**src/rtl/qam_demodulator_if.sv**
```systemverilog
// qam_demodulator_if -- sample/decision bundle of the QAM sign demodulator.
//   master : drives the sample stream (mixed_signal, in_valid, sym_start)
//            and observes decisions (elojel_sin, elojel_cos, bits_valid,
//            sync_err, busy).
//   slave  : the demodulator side (mirror image of master).
interface qam_demodulator_if #(
  parameter int DATA_W = 16
);
  logic signed [DATA_W-1:0] mixed_signal;
  logic                     in_valid;
  logic                     sym_start;
  logic                     elojel_sin;
  logic                     elojel_cos;
  logic                     bits_valid;
  logic                     sync_err;
  logic                     busy;

  modport master (
    output mixed_signal, in_valid, sym_start,
    input  elojel_sin, elojel_cos, bits_valid, sync_err, busy
  );

  modport slave (
    input  mixed_signal, in_valid, sym_start,
    output elojel_sin, elojel_cos, bits_valid, sync_err, busy
  );
endinterface

```
**src/rtl/qam_demodulator.sv**
```systemverilog
// qam_demodulator -- coherent sign detector for a 4-QAM symbol that spans
// exactly one carrier period of SPS samples. Each accepted sample is mixed
// with the sine and cosine references, summed over the symbol, and the sign
// of each sum is reported as one recovered bit per branch.
//
// Ports:
//   clk              rising-edge system clock
//   rst              synchronous active-high reset
//   bus.mixed_signal signed received sample
//   bus.in_valid     sample qualifier
//   bus.sym_start    marks the current valid sample as symbol index 0
//   bus.elojel_sin   sine-branch sign (1 = negative), held between decisions
//   bus.elojel_cos   cosine-branch sign (1 = negative), held between decisions
//   bus.bits_valid   one-cycle strobe when new signs are presented
//   bus.sync_err     one-cycle strobe when sym_start arrives mid-symbol
//   bus.busy         high while in RUN
module qam_demodulator #(
  parameter int SPS    = 32,
  parameter int DATA_W = 16,
  parameter int COEF_W = 16
) (
  input  logic               clk,
  input  logic               rst,
  qam_demodulator_if.slave   bus
);

  localparam int IDX_W  = $clog2(SPS);
  localparam int PROD_W = DATA_W + COEF_W;
  localparam int ACC_W  = PROD_W + IDX_W + 1;

  typedef enum logic {IDLE, RUN} state_t;

  // Full-period sine table reconstructed from the first quadrant:
  // index 9..15 mirrors 7..1, and the second half-period is negated.
  function automatic logic signed [COEF_W-1:0] sin_rom(input logic [IDX_W-1:0] idx);
    logic [3:0]               h;
    logic [3:0]               j;
    logic signed [COEF_W-1:0] m;
    h = idx[3:0];
    j = (h > 4'd8) ? (4'd0 - h) : h;
    case (j)
      4'd0:    m = 16'sd0;
      4'd1:    m = 16'sd6393;
      4'd2:    m = 16'sd12539;
      4'd3:    m = 16'sd18204;
      4'd4:    m = 16'sd23170;
      4'd5:    m = 16'sd27245;
      4'd6:    m = 16'sd30273;
      4'd7:    m = 16'sd32137;
      4'd8:    m = 16'sd32767;
      default: m = 16'sd0;
    endcase
    return idx[4] ? -m : m;
  endfunction

  state_t                   r_state, w_state_nxt;
  logic [IDX_W-1:0]         r_k;
  logic                     w_busy;

  logic                     w_accept;
  logic                     w_resync;
  logic [IDX_W-1:0]         w_k;
  logic signed [COEF_W-1:0] w_sin_ref, w_cos_ref;
  logic signed [PROD_W-1:0] w_prod_sin, w_prod_cos;

  logic signed [PROD_W-1:0] r_prod_sin_p0, r_prod_cos_p0;
  logic                     r_first_p0, r_last_p0, r_vld_p0;

  logic signed [ACC_W-1:0]  r_acc_sin_p1, r_acc_cos_p1;
  logic signed [ACC_W-1:0]  w_sum_sin, w_sum_cos;
  logic                     r_elojel_sin, r_elojel_cos, r_bits_valid, r_sync_err;

  // FSM: state register
  always_ff @(posedge clk) begin
    if (rst) r_state <= IDLE;
    else     r_state <= w_state_nxt;
  end

  // FSM: next state -- once running, the block never returns to IDLE by itself
  always_comb begin
    w_state_nxt = r_state;
    if (r_state == IDLE && bus.in_valid && bus.sym_start) w_state_nxt = RUN;
  end

  // FSM: outputs
  always_comb begin
    w_busy = (r_state == RUN);
  end

  // Sample acceptance: sym_start always forces index 0, which both starts a
  // symbol from IDLE and resynchronises (abandoning the partial sum) in RUN.
  always_comb begin
    w_accept = bus.in_valid && ((r_state == RUN) || bus.sym_start);
    w_k      = bus.sym_start ? '0 : r_k;
    w_resync = bus.in_valid && bus.sym_start && (r_state == RUN) && (r_k != '0);
  end

  assign w_sin_ref  = sin_rom(w_k);
  assign w_cos_ref  = sin_rom(w_k + IDX_W'(SPS / 4));
  assign w_prod_sin = PROD_W'(bus.mixed_signal) * PROD_W'(w_sin_ref);
  assign w_prod_cos = PROD_W'(bus.mixed_signal) * PROD_W'(w_cos_ref);

  // ---- stage 1: mix with references, tag first/last sample of symbol ----
  always_ff @(posedge clk) begin
    if (rst) begin
      r_k           <= '0;
      r_vld_p0      <= 1'b0;
      r_prod_sin_p0 <= '0;
      r_prod_cos_p0 <= '0;
      r_first_p0    <= 1'b0;
      r_last_p0     <= 1'b0;
      r_sync_err    <= 1'b0;
    end else begin
      r_vld_p0   <= w_accept;
      r_sync_err <= w_resync;
      if (w_accept) begin
        r_k           <= w_k + IDX_W'(1);
        r_prod_sin_p0 <= w_prod_sin;
        r_prod_cos_p0 <= w_prod_cos;
        r_first_p0    <= (w_k == '0);
        r_last_p0     <= (w_k == IDX_W'(SPS - 1));
      end
    end
  end

  // The first sample reloads the accumulator, so a symbol that follows
  // another (or an aborted one) never inherits the previous sum.
  assign w_sum_sin = r_first_p0 ? ACC_W'(r_prod_sin_p0) : r_acc_sin_p1 + ACC_W'(r_prod_sin_p0);
  assign w_sum_cos = r_first_p0 ? ACC_W'(r_prod_cos_p0) : r_acc_cos_p1 + ACC_W'(r_prod_cos_p0);

  // ---- stage 2: accumulate over the symbol, decide sign on last sample ----
  always_ff @(posedge clk) begin
    if (rst) begin
      r_acc_sin_p1 <= '0;
      r_acc_cos_p1 <= '0;
      r_elojel_sin <= 1'b0;
      r_elojel_cos <= 1'b0;
      r_bits_valid <= 1'b0;
    end else begin
      r_bits_valid <= r_vld_p0 && r_last_p0;
      if (r_vld_p0) begin
        r_acc_sin_p1 <= w_sum_sin;
        r_acc_cos_p1 <= w_sum_cos;
        // Sign bit only: a sum of exactly zero reads as non-negative.
        if (r_last_p0) begin
          r_elojel_sin <= w_sum_sin[ACC_W-1];
          r_elojel_cos <= w_sum_cos[ACC_W-1];
        end
      end
    end
  end

  assign bus.elojel_sin = r_elojel_sin;
  assign bus.elojel_cos = r_elojel_cos;
  assign bus.bits_valid = r_bits_valid;
  assign bus.sync_err   = r_sync_err;
  assign bus.busy       = w_busy;

endmodule
```
**src/flat_wrapper.sv**
```systemverilog
// flat-port wrapper written by rule: the top's interface ports become plain ports
module qam_demodulator_flat 
#(
  parameter int SPS    = 32,
  parameter int DATA_W = 16,
  parameter int COEF_W = 16
)
  (clk, rst, bus_mixed_signal, bus_in_valid, bus_sym_start, bus_elojel_sin, bus_elojel_cos, bus_bits_valid, bus_sync_err, bus_busy);
  qam_demodulator_if #(.DATA_W(DATA_W)) bus_i ();
  input  logic clk;
  input  logic rst;
  input wire logic [$bits(bus_i.mixed_signal)-1:0] bus_mixed_signal;
  input wire logic [$bits(bus_i.in_valid)-1:0] bus_in_valid;
  input wire logic [$bits(bus_i.sym_start)-1:0] bus_sym_start;
  output wire logic [$bits(bus_i.elojel_sin)-1:0] bus_elojel_sin;
  output wire logic [$bits(bus_i.elojel_cos)-1:0] bus_elojel_cos;
  output wire logic [$bits(bus_i.bits_valid)-1:0] bus_bits_valid;
  output wire logic [$bits(bus_i.sync_err)-1:0] bus_sync_err;
  output wire logic [$bits(bus_i.busy)-1:0] bus_busy;
  assign bus_i.mixed_signal = bus_mixed_signal;
  assign bus_i.in_valid = bus_in_valid;
  assign bus_i.sym_start = bus_sym_start;
  assign bus_elojel_sin = bus_i.elojel_sin;
  assign bus_elojel_cos = bus_i.elojel_cos;
  assign bus_bits_valid = bus_i.bits_valid;
  assign bus_sync_err = bus_i.sync_err;
  assign bus_busy = bus_i.busy;
  qam_demodulator #(.SPS(SPS), .DATA_W(DATA_W), .COEF_W(COEF_W)) u_core (.clk(clk), .rst(rst), .bus(bus_i));
endmodule
```
**config.mk**
```make
export PLATFORM = sky130hd
export DESIGN_NAME = qam_demodulator_flat
export DESIGN_NICKNAME = d
export VERILOG_FILES = /design/src/rtl/qam_demodulator_if.sv /design/src/rtl/qam_demodulator.sv /design/src/flat_wrapper.sv
export SDC_FILE = /design/constraint.sdc
export NUM_CORES = 2
export LEC_CHECK = 0
export ABC_AREA = 1
export CAP_MARGIN = 20
export CORE_UTILIZATION = 45
export DETAILED_ROUTE_END_ITERATION = 10
export PLACE_DENSITY = 0.73
export SLEW_MARGIN = 5
export SYNTH_ARGS = -nofsm -noshare
export SYNTH_HDL_FRONTEND = slang
export SYNTH_SLANG_ARGS = --single-unit
```
**constraint.sdc**
```tcl
create_clock -name clk -period 10.5 [get_ports clk]
set_input_delay 2.1 -clock clk [delete_from_list [all_inputs] [get_ports clk]]
set_output_delay 2.1 -clock clk [all_outputs]
set_load 0.02 [all_outputs]
```
==> results.toml <==
[outcome]
status = "complete, no violations"

[place]
routabilityCongestion = 0.969
io_buffers = 24
hpwl_mm = 80.7
placed_area_um2 = 35000

[detailed_routing]
drt_iter0_drc = 2902
num_vias = 30600
ant_nets = 0
drc = 0
drt-total-wl_mm = 99.6
routed_via_density = 5.40
first_pass_iters = 8
wl_per_cell_um = 17.6

[worst_hold_path]
min_to = "u_core.r_acc_cos_p1[7]"
hp-class = "flop to flop"
holdCritStartpoint = "u_core.r_acc_cos_p1[7]"
worstHoldPathCells = 2

[synth]
synthCells = 4641
seq_area_frac_synth = 0.0930
synth_edf_count = 0
ys_seq_elements = 153
ys_types = 50
syn_avg_cell_area_um2 = 7.10
yosys_warnings = 0
ys_async_sr_fraction = 0
synthFlopType = "dfxtp_1"
syn_area_um2 = 32900
synth_nets = 5439

[final_layout]
fillers = 7219
nNetsFinal = 5501
drive_gt1_frac = 0.0536
fin_area_um2 = 35700
synthToLayoutAreaGrowth_pct = 8.23

[critical_path]
r2r_start = "u_core.r_k[0]"
critPathLaunchType = "input port"
crit_top_cell = "fa_1"
crit_fanout = 10
critPathBufInv = 10
critPathSlowestCell = "clkdlybuf4s50_1"
critical_path.max_stage_delay_ns = 0.57
r2r-end = "u_core.r_prod_cos_p0[29]"
arrival_ns = 10.51
cp_data_required_time_ns = 10.85
crit_cells = 36
r2r_cells = 34
r2r_slack_ns = 2.29
crit_type = "input port to flop"
crit_family = "adder cells"
end_kind = "flop"

[sta]
setup_viol = 0
skew_ns = 0.0183
slew_headroom = 0.348
hold_viol = 0
tns_ns = 0
rsz0062_at_grt = "false"
worst_pin_slew_ns = 0.977
timing.hold.ws_ns = 0.470
finalCritPeriodShare = 0.968
period_needed_ns = 10.16
slew_viol_final = 0
max_freq_mhz = 98.4

[grt]
grt_pass1_wl_mm = 161
antenna_found_initial = 3
grt_start_max_net_pins = 85
grt-ovfl-total = 0
grt_use_total = 0.274
grt_pass1_vias = 30400

[die]
pin_count = 25
start_util = 0.458
die_y_um = 273
core_um2 = 72000
dieWidth_um = 273
rows = 98
dieArea_um2 = 74300

[clocking]
worstSkewPairLatency_ns = 0.46
cts-htree-levels = 4
clk_pin_slew_worst_paths_ns = 0.07
clock-sinks = 153
cts_buffer_depth = 2
clock-root-buffer = "clkbuf_16"
cts_buffers = 17
hold_buffers = 0
tritoncts = "yes"

[job]
drv_cap = 0
-- logic make-up after synthesis --
group	Yosys count	share of synthesized area
XOR/XNOR	79	0.0210
AO/OA/AOI/OAI	641	0.106
AND/OR/NAND/NOR	1819	0.230
adder cells (fa/ha/maj)	778	0.415
buffers and inverters	1171	0.135
flip-flops	153	0.0930
-- tightest hold or removal path, cell delays in order (launching register included) --
cell	delay (ns)
dfxtp_1	0.31
nand2_1	0.06
a21oi_1	0.05
-- cell usage after synthesis, types with 10 or more instances --
cell      number  area (µm²)
inv_1       1005        3770
nand2_1      794        2980
nor2_1       546        2050
fa_1         526       10500
nand3_1      365        1830
a21oi_1      309        1550
ha_1         252        3150
o21ai_0      218        1090
dfxtp_1      153        3060
clkbuf_1     106         398
xor2_1        56         490
nand4_1       45         282
nor3_1        33         165
buf_2         23         115
o21bai_1      23         173
xnor2_1       23         201
o211ai_1      21         158
inv_2         18        67.6
a31oi_1       14        87.6
a21o_1        12        90.1
nand2_2       11        68.8
buf_1         10        37.5
-- worst max-delay path by stage --
stage / start / endpoint / slack (ns)
3_5_place_dp: bus_sym_start / u_core.r_prod_cos_p0[29] / 0.04
3_3_place_gp: bus_sym_start / u_core.r_prod_cos_p0[29] / 0.07
4_1_cts: bus_sym_start / u_core.r_prod_cos_p0[29] / 0.50
6_report: bus_sym_start / u_core.r_prod_cos_p0[29] / 0.34
2_1_floorplan: bus_sym_start / u_core.r_prod_sin_p0[31] / 0.42
5_1_grt: bus_sym_start / u_core.r_prod_sin_p0[31] / 0.006
-- cell type report --
cell class / instances / area, µm² / share of cell area
inverters: 1029 / 3860 / 0.108
well taps: 950 / 1190 / 0.0333
multi-input cells: 3317 / 25500 / 0.714
diodes: 2 / 5.00 / 0.000140
flip-flops and latches: 153 / 3060 / 0.0859
repair buffers: 185 / 1470 / 0.0413
clock buffers: 17 / 425 / 0.0119
clock inverters: 15 / 183 / 0.00512
-- placed cells by master, fill, tap and decap left out, types with 4 or more instances in the layout --
master and count:
inv_1 1004, nand2_1 792, nor2_1 546, fa_1 526
nand3_1 364, a21oi_1 309, ha_1 252, o21ai_0 218
buf_4 160, dfxtp_1 152, xor2_1 56, nand4_1 45
nor3_1 32, o21bai_1 23, xnor2_1 23, clkdlybuf4s50_1 23
o211ai_1 21, inv_2 19, clkbuf_16 17, a31oi_1 14
nand2_2 13, a21o_1 12, o21a_1 9, nand3b_1 8
a21boi_0 8, or2_2 6, clkinv_1 6, nand3_2 4
a31o_2 4, inv_6 4
-- what timing repair did --
action,4_1_cts,5_1_grt
setup endpoints to repair,0,5
setup buffers,0,2
gates resized for setup,0,3
hold endpoints to repair,0,0
-- registers in the layout (all words and copies together), names as in the netlist --
register and cells:
u_core.r_k 5, u_core.r_prod_cos_p0 32, u_core.bus.busy 1, u_core.r_first_p0 1, u_core.bus.elojel_cos 1, u_core.r_acc_sin_p1 38
u_core.r_acc_cos_p1 38, u_core.bus.bits_valid 1, u_core.r_prod_sin_p0 32, u_core.r_last_p0 1, u_core.r_vld_p0 1, u_core.bus.elojel_sin 1
u_core.bus.sync_err 1
-- through the flow --
step	cells	util	setup WS [ns]
floorplan	4641	-	0.419
global placement	5632	0.486	0.0746
detailed placement	5632	0.486	0.0385
CTS	5664	0.495	0.502
global route	5666	0.495	0.00609
finish	5668	0.495	0.338
-- layer usage --
metal / up-vias / wire length [µm] / share of wire / GRT usage
li1: 14400 / - / - / -
met4: 8 / 3060 / 0.031 / 0.0835
met3: 246 / 8690 / 0.087 / 0.0493
met5: - / 91 / 0.00091 / 0.00642
met1: 14700 / 45100 / 0.45 / 0.393
met2: 1243 / 42700 / 0.43 / 0.418
Power is left out: the tool's default activity adds up to more than one toggle a clock period on the data nets, which glitch-free logic cannot reach.
